==> src/rtl/mem_bus_initiator_if.sv <==
// Core-side request/response handshake and the virtual memory bus driven by mem_bus_initiator.
// The master modport is the initiator's view; slave is the view of the core and the responder.
interface mem_bus_initiator_if;
  logic        req_valid;
  logic        req_ready;
  logic        req_write;
  logic        req_byte;
  logic [1:0]  req_lane;
  logic [31:0] req_addr;
  logic [31:0] req_wdata;
  logic        rsp_valid;
  logic [31:0] rsp_rdata;
  logic        busy;
  logic [31:0] addressVirt;
  logic [31:0] dataInVirt;
  logic        wEnVirt;
  logic [31:0] dataOutVirt;

  modport master (
    input  req_valid, req_write, req_byte, req_lane, req_addr, req_wdata, dataOutVirt,
    output req_ready, rsp_valid, rsp_rdata, busy, addressVirt, dataInVirt, wEnVirt
  );

  modport slave (
    output req_valid, req_write, req_byte, req_lane, req_addr, req_wdata, dataOutVirt,
    input  req_ready, rsp_valid, rsp_rdata, busy, addressVirt, dataInVirt, wEnVirt
  );
endinterface

==> src/rtl/mem_bus_initiator.sv <==
// Memory bus initiator: single outstanding load/store, waits out READ_LATENCY for read data.
// Optional read-modify-write byte stores are enabled by defining MEM_BYTE_STORE_EN.
module mem_bus_initiator #(
  parameter int unsigned READ_LATENCY = 1
) (
  input logic                 clk,
  input logic                 reset,
  mem_bus_initiator_if.master bus
);

  localparam logic [2:0] LAT = 3'(READ_LATENCY);

`ifdef MEM_BYTE_STORE_EN
  typedef enum logic [1:0] {IDLE, WR, RD, RMW_WR} state_t;
`else
  typedef enum logic [1:0] {IDLE, WR, RD} state_t;
`endif

  state_t     state;
  logic [2:0] cnt;

`ifdef MEM_BYTE_STORE_EN
  logic [1:0] lane;
  logic       rmw;

  // Replace one byte lane of a word read back from memory.
  function automatic logic [31:0] merge_lane(input logic [31:0] word,
                                             input logic [1:0]  sel,
                                             input logic [7:0]  data);
    logic [31:0] merged;
    merged = word;
    merged[{sel, 3'b000} +: 8] = data;
    return merged;
  endfunction
`else
  logic unused_byte_ctl;
  assign unused_byte_ctl = ^{bus.req_byte, bus.req_lane};
`endif

  // NOTE: every register here is written with <= so all updates take effect together at the
  // edge; a blocking = would let later statements see the new value within the same edge.
  always_ff @(posedge clk) begin
    if (reset) begin
      state           <= IDLE;
      cnt             <= '0;
      bus.req_ready   <= 1'b1;
      bus.busy        <= 1'b0;
      bus.rsp_valid   <= 1'b0;
      bus.rsp_rdata   <= '0;
      bus.addressVirt <= '0;
      bus.dataInVirt  <= '0;
      bus.wEnVirt     <= 1'b0;
`ifdef MEM_BYTE_STORE_EN
      lane            <= '0;
      rmw             <= 1'b0;
`endif
    end else begin
      bus.rsp_valid <= 1'b0;
      case (state)
        IDLE: begin
          if (bus.req_valid && bus.req_ready) begin
            bus.addressVirt <= bus.req_addr;
            bus.dataInVirt  <= bus.req_wdata;
            cnt             <= '0;
            bus.req_ready   <= 1'b0;
            bus.busy        <= 1'b1;
`ifdef MEM_BYTE_STORE_EN
            lane <= bus.req_lane;
            rmw  <= bus.req_write && bus.req_byte;
            if (bus.req_write && !bus.req_byte) begin
`else
            if (bus.req_write) begin
`endif
              state       <= WR;
              bus.wEnVirt <= 1'b1;
            end else begin
              state <= RD;
            end
          end
        end

        RD: begin
          if (cnt == LAT) begin
`ifdef MEM_BYTE_STORE_EN
            if (rmw) begin
              // Read half of a byte store: write back the merged word next cycle.
              bus.dataInVirt <= merge_lane(bus.dataOutVirt, lane, bus.dataInVirt[7:0]);
              bus.wEnVirt    <= 1'b1;
              state          <= RMW_WR;
            end else begin
              bus.rsp_rdata <= bus.dataOutVirt;
              bus.rsp_valid <= 1'b1;
              bus.req_ready <= 1'b1;
              bus.busy      <= 1'b0;
              state         <= IDLE;
            end
`else
            bus.rsp_rdata <= bus.dataOutVirt;
            bus.rsp_valid <= 1'b1;
            bus.req_ready <= 1'b1;
            bus.busy      <= 1'b0;
            state         <= IDLE;
`endif
          end else begin
            cnt <= cnt + 3'd1;
          end
        end

`ifdef MEM_BYTE_STORE_EN
        WR, RMW_WR: begin
`else
        WR: begin
`endif
          bus.wEnVirt   <= 1'b0;
          bus.rsp_valid <= 1'b1;
          bus.rsp_rdata <= '0;
          bus.req_ready <= 1'b1;
          bus.busy      <= 1'b0;
          state         <= IDLE;
        end

        default: begin
          bus.wEnVirt   <= 1'b0;
          bus.req_ready <= 1'b1;
          bus.busy      <= 1'b0;
          state         <= IDLE;
        end
      endcase
    end
  end

endmodule

==> src/flat_wrapper.sv <==
// flat-port wrapper written by rule: the top's interface ports become plain ports
module mem_bus_initiator_flat 
#(
  parameter int unsigned READ_LATENCY = 1
)
  (clk, reset, bus_req_valid, bus_req_write, bus_req_byte, bus_req_lane, bus_req_addr, bus_req_wdata, bus_dataOutVirt, bus_req_ready, bus_rsp_valid, bus_rsp_rdata, bus_busy, bus_addressVirt, bus_dataInVirt, bus_wEnVirt);
  mem_bus_initiator_if bus_i ();
  input logic clk;
  input logic reset;
  input wire logic [$bits(bus_i.req_valid)-1:0] bus_req_valid;
  input wire logic [$bits(bus_i.req_write)-1:0] bus_req_write;
  input wire logic [$bits(bus_i.req_byte)-1:0] bus_req_byte;
  input wire logic [$bits(bus_i.req_lane)-1:0] bus_req_lane;
  input wire logic [$bits(bus_i.req_addr)-1:0] bus_req_addr;
  input wire logic [$bits(bus_i.req_wdata)-1:0] bus_req_wdata;
  input wire logic [$bits(bus_i.dataOutVirt)-1:0] bus_dataOutVirt;
  output wire logic [$bits(bus_i.req_ready)-1:0] bus_req_ready;
  output wire logic [$bits(bus_i.rsp_valid)-1:0] bus_rsp_valid;
  output wire logic [$bits(bus_i.rsp_rdata)-1:0] bus_rsp_rdata;
  output wire logic [$bits(bus_i.busy)-1:0] bus_busy;
  output wire logic [$bits(bus_i.addressVirt)-1:0] bus_addressVirt;
  output wire logic [$bits(bus_i.dataInVirt)-1:0] bus_dataInVirt;
  output wire logic [$bits(bus_i.wEnVirt)-1:0] bus_wEnVirt;
  assign bus_i.req_valid = bus_req_valid;
  assign bus_i.req_write = bus_req_write;
  assign bus_i.req_byte = bus_req_byte;
  assign bus_i.req_lane = bus_req_lane;
  assign bus_i.req_addr = bus_req_addr;
  assign bus_i.req_wdata = bus_req_wdata;
  assign bus_i.dataOutVirt = bus_dataOutVirt;
  assign bus_req_ready = bus_i.req_ready;
  assign bus_rsp_valid = bus_i.rsp_valid;
  assign bus_rsp_rdata = bus_i.rsp_rdata;
  assign bus_busy = bus_i.busy;
  assign bus_addressVirt = bus_i.addressVirt;
  assign bus_dataInVirt = bus_i.dataInVirt;
  assign bus_wEnVirt = bus_i.wEnVirt;
  mem_bus_initiator #(.READ_LATENCY(READ_LATENCY)) u_core (.clk(clk), .reset(reset), .bus(bus_i));
endmodule
==> config.mk <==
export PLATFORM = sky130hd
export DESIGN_NAME = mem_bus_initiator_flat
export DESIGN_NICKNAME = d
export VERILOG_FILES = /design/src/rtl/mem_bus_initiator_if.sv /design/src/rtl/mem_bus_initiator.sv /design/src/flat_wrapper.sv
export SDC_FILE = /design/constraint.sdc
export NUM_CORES = 1
export LEC_CHECK = 0
export ABC_AREA = 0
export CAP_MARGIN = 20
export CORE_AREA = 2 2 106 108
export DETAILED_ROUTE_END_ITERATION = 16
export DIE_AREA = 0 0 108 110
export GPL_TIMING_DRIVEN = 1
export PLACE_DENSITY = 0.76
export SLEW_MARGIN = 25
export SYNTH_ARGS = -nofsm -noshare
export SYNTH_HDL_FRONTEND = slang
export SYNTH_SLANG_ARGS = --single-unit
==> constraint.sdc <==
create_clock -name clk -period 1.7 [get_ports clk]
set_clock_uncertainty 0.2 [all_clocks]
set_input_delay 0.34 -clock clk [delete_from_list [all_inputs] [get_ports clk]]
set_output_delay 0.34 -clock clk [all_outputs]
set_load 0.02 [all_outputs]
== Word level (Yosys, flattened, before mapping) ==
Index checks and enable logic that the tools add are counted.
Operators by class
  $add $sub $neg: 1
  equality and inequality tests: 7
  multiplexer cells: 20
  bitwise gates (word level): 1
  reduce and logical (&&, ||, !) cells: 9
Operators with widths (count)
  $pmux 32 s2: 1
  $mux 32: 1
  $pmux 1 s2: 4
  $mux 1: 7
  $mux 2: 3
  $mux 3: 2
  $pmux 3 s2: 1
  $reduce_and 2->1: 3
  $reduce_and 3->1: 2
  $ne 2x1->1 const B: 2
  $ne 2x2->1 const B: 2
  $pmux 2 s2: 1
  $reduce_bool 2->1: 2
  $add 3x1->3 const B: 1
  $eq 3x1->1 const B: 1
  $eq 2x1->1 const B: 1
  $eq 2x2->1 const B: 1
  $logic_not 2->1: 1
  $logic_and 1x1->1: 1
  $not 1->1: 1
Storage, ports and cells
  register bits after elaboration: 105
  input bits: 103
  output and inout bits: 100
  word-level logic and storage cells: 47

== Longest topological paths before layout ==
  depth in word-level cells: 3
  gate-level depth with buffers: 7
  mapped depth without buffers: 5

== Worst setup path before layout ==
No wires, ideal clock.
  kind: register to register
  from: register u_core.state[0]
  to: register u_core.bus.rsp_rdata[10]
  library setup time: 59 ps
  data arrival time: 1430 ps
  data required time: 1441 ps
  slack: 11 ps
  stages on the path, launching flop included: 7
  path buffers: 1
  period minus slack after synthesis: 1689 ps
  cell sequence: dfxtp_1 > inv_1 > ha_1 > and3b_1 > a211oi_4 > buf_6 > a22o_1
On the way
  cells in the longest elaborated chain, start to end: 3
  elaborated cells between the ends (all ways): 6
  those cells by class: eq/ne (3); mux (1); reduce/logical (2)
Ends and longest elaborated chain
  start: declaration: RTL line mem_bus_initiator.sv:19  | state_t state;
  start signal: assignment: RTL line mem_bus_initiator.sv:44  | state <= IDLE;
  start signal: assignment: RTL line mem_bus_initiator.sv:74  | state <= WR;
  start signal: assignment: RTL line mem_bus_initiator.sv:77  | state <= RD;
  $eq 2x2->1 / $eq 2x1->1 (equally long branches): RTL line mem_bus_initiator.sv:59  | case (state)
  $ne 2x1->1 (no line) / $reduce_bool 2->1 (equally long branches)
  $reduce_and 2->1 (no line)
  end signal: assignment: RTL line mem_bus_initiator.sv:98  | bus.rsp_rdata <= bus.dataOutVirt;
  end: declaration: RTL line mem_bus_initiator_if.sv:21  | output req_ready, rsp_valid, rsp_rdata, busy, addressVirt, dataInVirt, wEnVirt
Parallel ways exist; a longest one is shown, timed or not.
A chain may end at the register's enable or synchronous reset.

== Worst setup path in the final report ==
  from: register u_core.state[0]
  to: register u_core.bus.rsp_rdata[22]
The elaborated chain is that of the path after synthesis.

==> run metrics <==
uppermost layer routed=met4; Die Ht=between 100 and 150 µm; DRC viols=0; CTS sink count=approximately 110; Initial Utilization=between 30% and 40%; relative slew slack=about three quarters; synthesized-area fraction occupied by adder cells=between 1.5 and 2%; leakage power=between 0.002 and 0.003 µW; met2 routed WL=about 5.4 mm; Post-Synth XOR/XNOR Area=0%; CP max stage delay=0.36 ns; final setup violation count=0; root buf cell=clkbuf_8; Avg WL per Cell=14.4 µm; H-tree depth=3; routability cong.=0.764; Critical Path Fanout Max=5; minimum clock period=around 1.7 ns; FFs w/ async S/R, synth=0%; cell taking the most area after synthesis=dfxtp_1; final hold viol count=0; Reg clk slew, reported paths=around 0.10 ns; flop-to-flop setup slack=approximately 0.0033 ns; GRT Total Usage=about 17%; initial antenna violation count=0; classification of the worst setup path=reg2reg; TritonRoute pass-1 iters=4; Synth Area in Compound Gates=about a fifth; grt ovf=0; Unique masters post-synth=35; unrepaired setup endpoints after global routing=yes; area delta synth->final=66.5%; Ports=around 200; HP Class=in2reg; vias in the first global route=roughly 3,600; most frequent cell after synthesis=nand2_1; Net count, final=725; Critical Path Start=u_core.state[0]; Cell Pwr Density=867 nW/µm²; M1 WL=around 4.3 mm; die extent in x=between 100 and 150 µm; final slew viol count=0; worst reg2reg path depth=7; vias post-DR=3,633; TritonCTS clock tree=built; post-route ant nets=0; Post-synth EDFFs=0; maximum VDD drop=between 0.4 and 0.5 mV; Final Util=57.5%; Max clock buf depth=2; Total Power=5330 µW; Vias/cell=~4.8; Worst EP arrival=between 1.5 and 2 ns; largest net degree at the start of global routing=53; part of the cycle the worst path needs=between 90 and 100%; CP Capture Point=u_core.bus.rsp_rdata[22]; Most used DFF post-synth=dfxtp_1; most frequent cells after synthesis=nand2_1 (130), dfxtp_1 (105), a21oi_1 (67); number of buffers created by CTS=9; DR iter-0 viols=about 230; post-synth top area share=between 50% and 60%; routed wl met3=1.03 mm; Synth area leaders=dfxtp_1 (57%), nand2_1 (13%), a21oi_1 (9.1%), a22o_1 (7.6%), buf_6 (1.8%); first-pass GRT wire length=16.5 mm; main combinational cell family by area after synthesis=compound AO/OA/AOI/OAI gates; post-synthesis mux area share=0%; Worst Path Required=1.80 ns; Seq/Total Area, Yosys=between 50% and 60%; clock latency on the worst-skew pair=0.35 ns; Synth Instances=slightly above 400; Reg-to-Reg Start=u_core.state[0]; synth warn=0; final wirelength=11.0 mm; I/O Buffers=just under 200; Core ar.=approximately 11,000 µm²; outcome=finished, final reports clean; #FFs+latches synth=approximately 110; capturing point of the worst reg2reg path=u_core.bus.rsp_rdata[22]; CP dominant cell by count=buf_4; Mapped Area=3690 µm²; Avg Cell Area, Syn=approximately 9.1 µm²; antenna cells=0; critical path's slowest cell=dfxtp_2; Least-Margin Pin Slew=a little under 0.4 ns; share of layout cells above drive strength 1=roughly 10%; crit path capture type=flop; DP Wirelength=between 7 and 8 mm; Cell Chain, Critical Path=inv_4 > ha_4 > and3b_2 > a211oi_4 > buf_4 > buf_4 > a22o_1; Synth Area in Simple Gates=around 17%; Post-Syn Nets=about 510; cts hold-fix bufs=0; row count=38; crit start category=flop; Die Area=between 10,000 and 15,000 µm²; Max-Cap Viols=0; achievable frequency=between 0.5 and 0.6 GHz
worst max-delay path, delay by kind of cell, from the launching register on:
family,cells,cell delay [ns]
flops,1,0.36
compound gates,2,0.35
buf+inv,3,0.34
simple gates,1,0.22
fa+ha+maj,1,0.16
layer usage:
| metal | track usage (%) | vias to the layer above |
|---|---|---|
| li1 | - | 1787 |
| met1 | 18.9 | 1681 |
| met2 | 30.7 | 144 |
| met3 | 5.82 | 21 |
| met4 | 7.42 | 0 |
| met5 | 0 | - |
power by group:
| part | switching [µW] | internal, µW | total (µW) |
|---|---|---|---|
| clock | 867 | 550 | 1420 |
| combinational | 642 | 593 | 1230 |
| sequential | 69.7 | 2610 | 2680 |
| total | 1580 | 3750 | 5330 |
worst min path at each step:
stage / start / to / slack, ns / cells past startpoint
final: reset / u_core.bus.dataInVirt[23] / 0.25 / 3
after global placement: u_core.bus.addressVirt[1] / u_core.bus.addressVirt[1] / 0.24 / 2
after global routing: reset / u_core.bus.dataInVirt[23] / 0.25 / 3
after floorplan: u_core.cnt[2] / u_core.cnt[2] / 0.25 / 1
after CTS: reset / u_core.bus.dataInVirt[23] / 0.23 / 3
after detailed placement: u_core.bus.dataInVirt[8] / u_core.bus.dataInVirt[8] / 0.25 / 2
layout make-up:
type,instances,area [µm²]
Fill cell,960,4550
Timing Repair Buffer,229,2190
Sequential cell,105,2110
Multi-Input combinational cell,267,1480
Tap cell,140,175
Clock buffer,10,128
Clock inverter,6,50.0
Inverter,5,21.3
cells by family after synthesis:
group / after synthesis
buf+inv: 33
flops: 105
compound gates: 112
simple gates: 150
fa+ha+maj: 5
cells in the final DEF (no fill, tap or decap), drive strengths merged, types with 2 or more instances in the layout:
cell type | Yosys | routed
nor3 | 2 | 2
nor2b | 3 | 3
dlygate4sd2 | 0 | 100
a21oi | 67 | 67
clkinvlp | 0 | 2
ha | 5 | 5
inv | 5 | 7
clkdlybuf4s50 | 0 | 98
buf | 18 | 30
a22o | 32 | 32
nand2b | 3 | 3
clkinv | 0 | 2
nand3 | 2 | 2
nor2 | 2 | 2
nand2 | 130 | 130
clkbuf | 10 | 11
o21ai | 3 | 3
dfxtp | 105 | 105
o311ai | 2 | 2
o32ai | 2 | 2
state kept, by name, summed over array words and instances, names as in the netlist:
name,flops
u_core.bus.rsp_rdata,32
u_core.bus.dataInVirt,32
u_core.bus.busy,1
u_core.bus.req_ready,1
u_core.cnt,3
u_core.bus.wEnVirt,1
u_core.bus.addressVirt,32
u_core.bus.rsp_valid,1
u_core.state,2
timing repair:
item | CTS | global route
setup endpoints to repair | 154 | 102
pin swaps | 0 | 7
gates resized for setup | 105 | 20
cloned | 1 | 3
endpoints found under the hold margin | 0 | 0
setup buffers | 0 | 4
metrics by stage:
stage,cell area (µm²),std cells,worst slack [ns],TNS (ns),hold WS [ns]
floorplan,3690,405,0.0106,0,0.254
global placement,5930,738,-0.183,-8.12,0.241
detailed placement,5930,738,-0.211,-13.23,0.247
CTS,6000,755,-0.0579,-0.868,0.232
global route,6150,762,-0.0474,-0.705,0.251
finish,6150,762,0.00334,0,0.245
Note: power is estimated with default switching activity, not from simulation.
